--- src/rtl/hangman_pkg.sv ---
// Shared encodings and defaults for the Hangman game controllers.
package hangman_pkg;

  localparam int unsigned STATE_W         = 3;
  localparam int unsigned CNT_W           = 4;
  localparam int unsigned DEF_RESULT_HOLD = 250000000;

  typedef enum logic [STATE_W-1:0] {
    ST_IDLE     = 3'd0,
    ST_INGAME   = 3'd1,
    ST_PAUSED   = 3'd2,
    ST_WIN      = 3'd3,
    ST_LOST     = 3'd4,
    ST_MATCHEND = 3'd5
  } state_t;

  // States that dwell on the timed result screen
  function automatic logic is_hold(input state_t s);
    return (s == ST_WIN) || (s == ST_LOST) || (s == ST_MATCHEND);
  endfunction

endpackage

--- src/rtl/hold_timer.sv ---
// Loadable down-counter for timed screens; done_c flags a zero count.
module hold_timer #(
  parameter int unsigned HOLD_W = 28
) (
  input  logic              clk,
  input  logic              reset,
  input  logic              load,
  input  logic [HOLD_W-1:0] load_val,
  input  logic              en,
  output logic              done_c
);

  logic [HOLD_W-1:0] cnt;

  // Load wins over decrement; count stops at zero
  always_ff @(posedge clk) begin
    if (reset) begin
      cnt <= '0;
    end else if (load) begin
      cnt <= load_val;
    end else if (en && (cnt != '0)) begin
      cnt <= cnt - HOLD_W'(1);
    end
  end

  assign done_c = (cnt == '0);

endmodule

--- src/rtl/hangman_match_ctrl.sv ---
// Best-of-ROUNDS Hangman match sequencer: lives, pause, tallies, timed result screens.
module hangman_match_ctrl
  import hangman_pkg::*;
#(
  parameter int unsigned RESULT_HOLD = DEF_RESULT_HOLD,
  parameter int unsigned MAX_LIVES   = 6,
  parameter int unsigned ROUNDS      = 3,
  parameter int unsigned HOLD_W      = 28
) (
  input  logic               clk,
  input  logic               reset,
  input  logic               start_game,
  input  logic               pause_toggle,
  input  logic               guess_valid,
  input  logic               guess_hit,
  input  logic               word_done,
  output logic [STATE_W-1:0] state,
  output logic [CNT_W-1:0]   lives_left,
  output logic [CNT_W-1:0]   round_num,
  output logic [CNT_W-1:0]   wins,
  output logic [CNT_W-1:0]   losses,
  output logic               result_pulse,
  output logic               match_over
);

  localparam logic [CNT_W-1:0]  LIVES_INIT = CNT_W'(MAX_LIVES);
  localparam logic [CNT_W-1:0]  HALF       = CNT_W'(ROUNDS / 2);
  localparam logic [CNT_W-1:0]  LAST_ROUND = CNT_W'(ROUNDS);
  localparam logic [HOLD_W-1:0] HOLD_LOAD  = HOLD_W'(RESULT_HOLD - 1);

  state_t           st, st_nxt;
  logic [CNT_W-1:0] lives_nxt, round_nxt, wins_nxt, losses_nxt;
  logic             pulse_nxt;
  logic             tmr_load, tmr_en, tmr_done_c;
  logic             miss_c, decided_c;

  hold_timer #(.HOLD_W(HOLD_W)) u_hold_timer (
    .clk      (clk),
    .reset    (reset),
    .load     (tmr_load),
    .load_val (HOLD_LOAD),
    .en       (tmr_en),
    .done_c   (tmr_done_c)
  );

  // Next state, counter updates and timer control
  always_comb begin
    st_nxt     = st;
    lives_nxt  = lives_left;
    round_nxt  = round_num;
    wins_nxt   = wins;
    losses_nxt = losses;
    pulse_nxt  = 1'b0;
    tmr_en     = 1'b0;
    miss_c     = guess_valid && !guess_hit;
    decided_c  = (wins > HALF) || (losses > HALF) || (round_num == LAST_ROUND);

    case (st)
      ST_IDLE: begin
        if (start_game) begin
          st_nxt    = ST_INGAME;
          round_nxt = round_num + CNT_W'(1);
          lives_nxt = LIVES_INIT;
        end
      end
      ST_INGAME: begin
        if (word_done) begin
          st_nxt    = ST_WIN;
          wins_nxt  = wins + CNT_W'(1);
          pulse_nxt = 1'b1;
        end else if (miss_c && (lives_left <= CNT_W'(1))) begin
          st_nxt     = ST_LOST;
          lives_nxt  = '0;
          losses_nxt = losses + CNT_W'(1);
          pulse_nxt  = 1'b1;
        end else if (miss_c) begin
          lives_nxt = lives_left - CNT_W'(1);
        end else if (pause_toggle) begin
          st_nxt = ST_PAUSED;
        end
      end
      ST_PAUSED: begin
        if (pause_toggle) begin
          st_nxt = ST_INGAME;
        end
      end
      ST_WIN, ST_LOST: begin
        if (tmr_done_c) begin
          st_nxt = decided_c ? ST_MATCHEND : ST_IDLE;
        end else begin
          tmr_en = 1'b1;
        end
      end
      ST_MATCHEND: begin
        if (tmr_done_c) begin
          st_nxt     = ST_IDLE;
          round_nxt  = '0;
          wins_nxt   = '0;
          losses_nxt = '0;
          lives_nxt  = LIVES_INIT;
        end else begin
          tmr_en = 1'b1;
        end
      end
      default: begin
        st_nxt = ST_IDLE;
      end
    endcase

    // Reload the dwell timer on every edge that enters a result screen
    tmr_load = is_hold(st_nxt) && (st_nxt != st);
  end

  // State and counter registers
  always_ff @(posedge clk) begin
    if (reset) begin
      st           <= ST_IDLE;
      lives_left   <= LIVES_INIT;
      round_num    <= '0;
      wins         <= '0;
      losses       <= '0;
      result_pulse <= 1'b0;
      match_over   <= 1'b0;
    end else begin
      st           <= st_nxt;
      lives_left   <= lives_nxt;
      round_num    <= round_nxt;
      wins         <= wins_nxt;
      losses       <= losses_nxt;
      result_pulse <= pulse_nxt;
      match_over   <= (st_nxt == ST_MATCHEND);
    end
  end

  assign state = st;

endmodule

--- config.mk ---
export PLATFORM = sky130hd
export DESIGN_NAME = hangman_match_ctrl
export DESIGN_NICKNAME = d
export VERILOG_FILES = /design/src/rtl/hangman_pkg.sv /design/src/rtl/hold_timer.sv /design/src/rtl/hangman_match_ctrl.sv
export SDC_FILE = /design/constraint.sdc
export NUM_CORES = 1
export LEC_CHECK = 0
export BUFFER_PORTS_ARGS = -buffer_cell sky130_fd_sc_hd__buf_4
export CORE_ASPECT_RATIO = 1.75
export CORE_MARGIN = 2
export CORE_UTILIZATION = 40
export CTS_BUF_LIST = sky130_fd_sc_hd__clkbuf_16
export DETAILED_ROUTE_END_ITERATION = 7
export HOLD_SLACK_MARGIN = 0.08
export PLACE_DENSITY = 0.67
export SETUP_SLACK_MARGIN = 0.2
export SLEW_MARGIN = 20
export SYNTH_ARGS = -nofsm -noshare
export SYNTH_HDL_FRONTEND = slang
export SYNTH_HIERARCHICAL = 1
export SYNTH_SLANG_ARGS = --single-unit
export TNS_END_PERCENT = 5
--- constraint.sdc ---
create_clock -name clk -period 4.5 [get_ports clk]
set_input_delay 0.45 -clock clk [delete_from_list [all_inputs] [get_ports clk]]
set_output_delay 0.45 -clock clk [all_outputs]
set_load 0.05 [all_outputs]
==> out/qor.yml <==
vias: 2928
gr-total-overflow: 0
antenna_found_initial: 0
synth_area_um2: 3030
placedInstanceArea_um2: 3400
track_usage: 0.196
synthDominantCellAreaShare: 0.324
slew_violations: 0
routed_wl_mm: 7.93
via_per_inst: 5.86
syn_area_per_cell_um2: 8.26
ys_async_sr_fraction: 0
diodes: 0
hold_slack_ns: 0.463
max_freq_mhz: 265
setup_violations: 0
period_minus_slack_ns: 3.77
layout_common_cells: "49 x dfxtp_1, 47 x nor2_1, 30 x buf_4"
maxSlewHeadroom: 0.322
power_leakage_nw: 1.35
slowest_stage: "nor4b_1"
drt_iter0_drc: 140
cts.sinks: 49
die-area_um2: 8320
end_kind: "flip-flop"
final.period_utilization: 0.837
yosysSeqAreaShare: 0.324
critical_path.top_delay_family: "simple AND/OR/NAND/NOR gates"
htreeDepth: 2
netlist_top_cells_area: "dfxtp_1 32%, nor2_1 5.8%, a311oi_1 4.9%, ha_1 4.5%, nand2_1 3.0%"
drv_cap: 0
clk_pin_slew_ns: 0.07
hp-class: "in -> reg"
finalHoldViolCount: 0
grt_pass1_wl_mm: 13.1
synth_largest_area_cell: "dfxtp_1"
p_per_area_nw_per_um2: 489
final_cell_area_um2: 3560
crit_fanout: 48
ys_types: 67
clk_latency_ns: 0.29
rsz0062_at_grt: "false"
clockBufferDepth: 2
numPortBuffers: 27
synthToLayoutAreaGrowth_pct: 17.3
utilization: 0.477
cp_cell_sequence: "nor4_1 -> and4_1 -> and3_1 -> nor4b_1 -> nand2_1 -> a311oi_1 -> a221oi_1 -> buf_4 -> inv_1 -> buf_12 -> and3_1 -> a21oi_1 -> a21oi_1"
synth_flop_cell: "dfxtp_1"
cts_buffers: 5
cts-resized-gates: 0
path_buf_inv: 3
wire_per_inst_um: 15.9
final_net_count: 430
cts_setup_buffers: 0
layout-drive-gt1-share: 0.133
drc_errors: 0
syn_inst: 367
gp_congestion: 0.896
io_pins: 28
synth-edff-count: 0
fin_setup_tns_ns: 0
ant_nets: 0
synth-seq-cells: 49
reg2reg_setup_slack_ns: 0.73
clock_skew_ns: 0.00729
worstSetupPathType: "reg -> reg"
root_buffer: "clkbuf_16"
fillers: 753
hpwl_mm: 5.67
grt_pass1_vias: 2807
vdd_ir_drop_max_uv: 184
initial_core_util: 0.406
die_h_um: 119
mostFrequentLayoutCell: "dfxtp_1"
rows: 42
die_width_um: 69.8
fin_ws_ns: 0.732
multi_input_area_um2: 2000
dr.pass1.iters: 4
cts_tree: "yes"
pre_cts_slack_ns: 0.795
crit_required_ns: 4.72
core_um2: 7460
status: "finished, final reports clean"
slowest_delay_ns: 0.49
final-seq-area_um2: 981
holdBufCountCts: 0
grt_max_degree: 49
startpoint_type: "flip-flop"
worstPathArrival_ns: 3.99
synth_warnings: 6
tightest_slew_ns: 1.01
==> where the power goes <==
| part | switching, mW | internal [mW] |
|---|---|---|
| Sequential | 0.0925 | 0.496 |
| Combinational | 0.454 | 0.271 |
| Clock | 0.169 | 0.259 |
==> registers in the layout, indices dropped and copies added, names as in the netlist <==
| signal | count |
|---|---|
| wins | 4 |
| match_over | 1 |
| losses | 4 |
| round_num | 4 |
| u_hold_timer/cnt | 28 |
| result_pulse | 1 |
| lives_left | 4 |
| state | 3 |
==> kinds of logic after synthesis <==
group | Yosys count | share of synthesized area
buffers and inverters | 37 | 0.0512
AND/OR/NAND/NOR | 161 | 0.308
flip-flops | 49 | 0.324
adder cells (fa/ha/maj) | 11 | 0.0454
other | 2 | 0.00248
XOR/XNOR | 9 | 0.0260
multiplexers | 1 | 0.00371
AO/OA/AOI/OAI | 97 | 0.240
==> cell usage after synthesis (2+ instances only) <==
master and count:
nand2b_1 6, xnor2_1 5, nand2_1 24, nor2_1 47
dfxtp_1 49, o211ai_1 4, a221oi_1 2, and3_1 4
conb_1 2, a2111oi_0 3, or2_1 2, nor4_1 7
inv_1 17, nor4_4 2, or3_1 12, o21ai_0 17
nand4_1 6, ha_1 11, clkbuf_1 16, o21a_1 2
o31ai_1 6, and4_1 5, or2_2 3, nor3_1 7
nor3b_1 3, a311oi_1 17, nor2b_1 3, nand3_1 5
a31o_2 2, xor2_1 4, o21bai_1 2, a21oi_1 12
and2_1 3, buf_4 2, o41ai_1 2, a31oi_1 6
nand3b_1 2, o22ai_1 2, or4_1 9, a211oi_1 7
==> layer usage <==
| metal | track usage | wire length, um | vias to the layer above |
|---|---|---|---|
| li1 | - | - | 1445 |
| met1 | 0.192 | 2930 | 1397 |
| met2 | 0.377 | 4400 | 62 |
| met3 | 0.0321 | 259 | 24 |
| met4 | 0.109 | 340 | 0 |
| met5 | 0 | 0 | - |
==> per-stage QoR <==
stage | power [mW] | instances
finish | 1.74 | 500
global route | 1.84 | 500
CTS | 1.74 | 500
detailed placement | 1.32 | 493
global placement | 1.30 | 493
floorplan | 1.12 | 394
==> path summary, 6_finish.rpt <==
kind                                                        start                               end  cells after the start
worst min-delay path                                    word_done           result_pulse$_SDFF_PP0_                      3
worst min register to register               wins[3]$_SDFFE_PP0P_              wins[3]$_SDFFE_PP0P_                      2
worst max register to register  u_hold_timer/cnt[16]$_SDFFE_PP0P_  u_hold_timer/cnt[2]$_SDFFE_PP0P_                     13
worst max-delay path            u_hold_timer/cnt[16]$_SDFFE_PP0P_  u_hold_timer/cnt[2]$_SDFFE_PP0P_                     13
==> final cells by class <==
cell class	instances	area share
clock inverter	2	0.00985
inverter	17	0.0179
clock buffer	5	0.0352
tap	88	0.0310
multi-input combinational	308	0.561
sequential	49	0.276
timing repair buffer	31	0.0689
==> tightest hold or removal path: cells and delay by family <==
family	cells	cell delay, ns
simple gates	2	0.16
buf+inv	1	0.11
No activity file was read; power rests on OpenSTA's default activity.
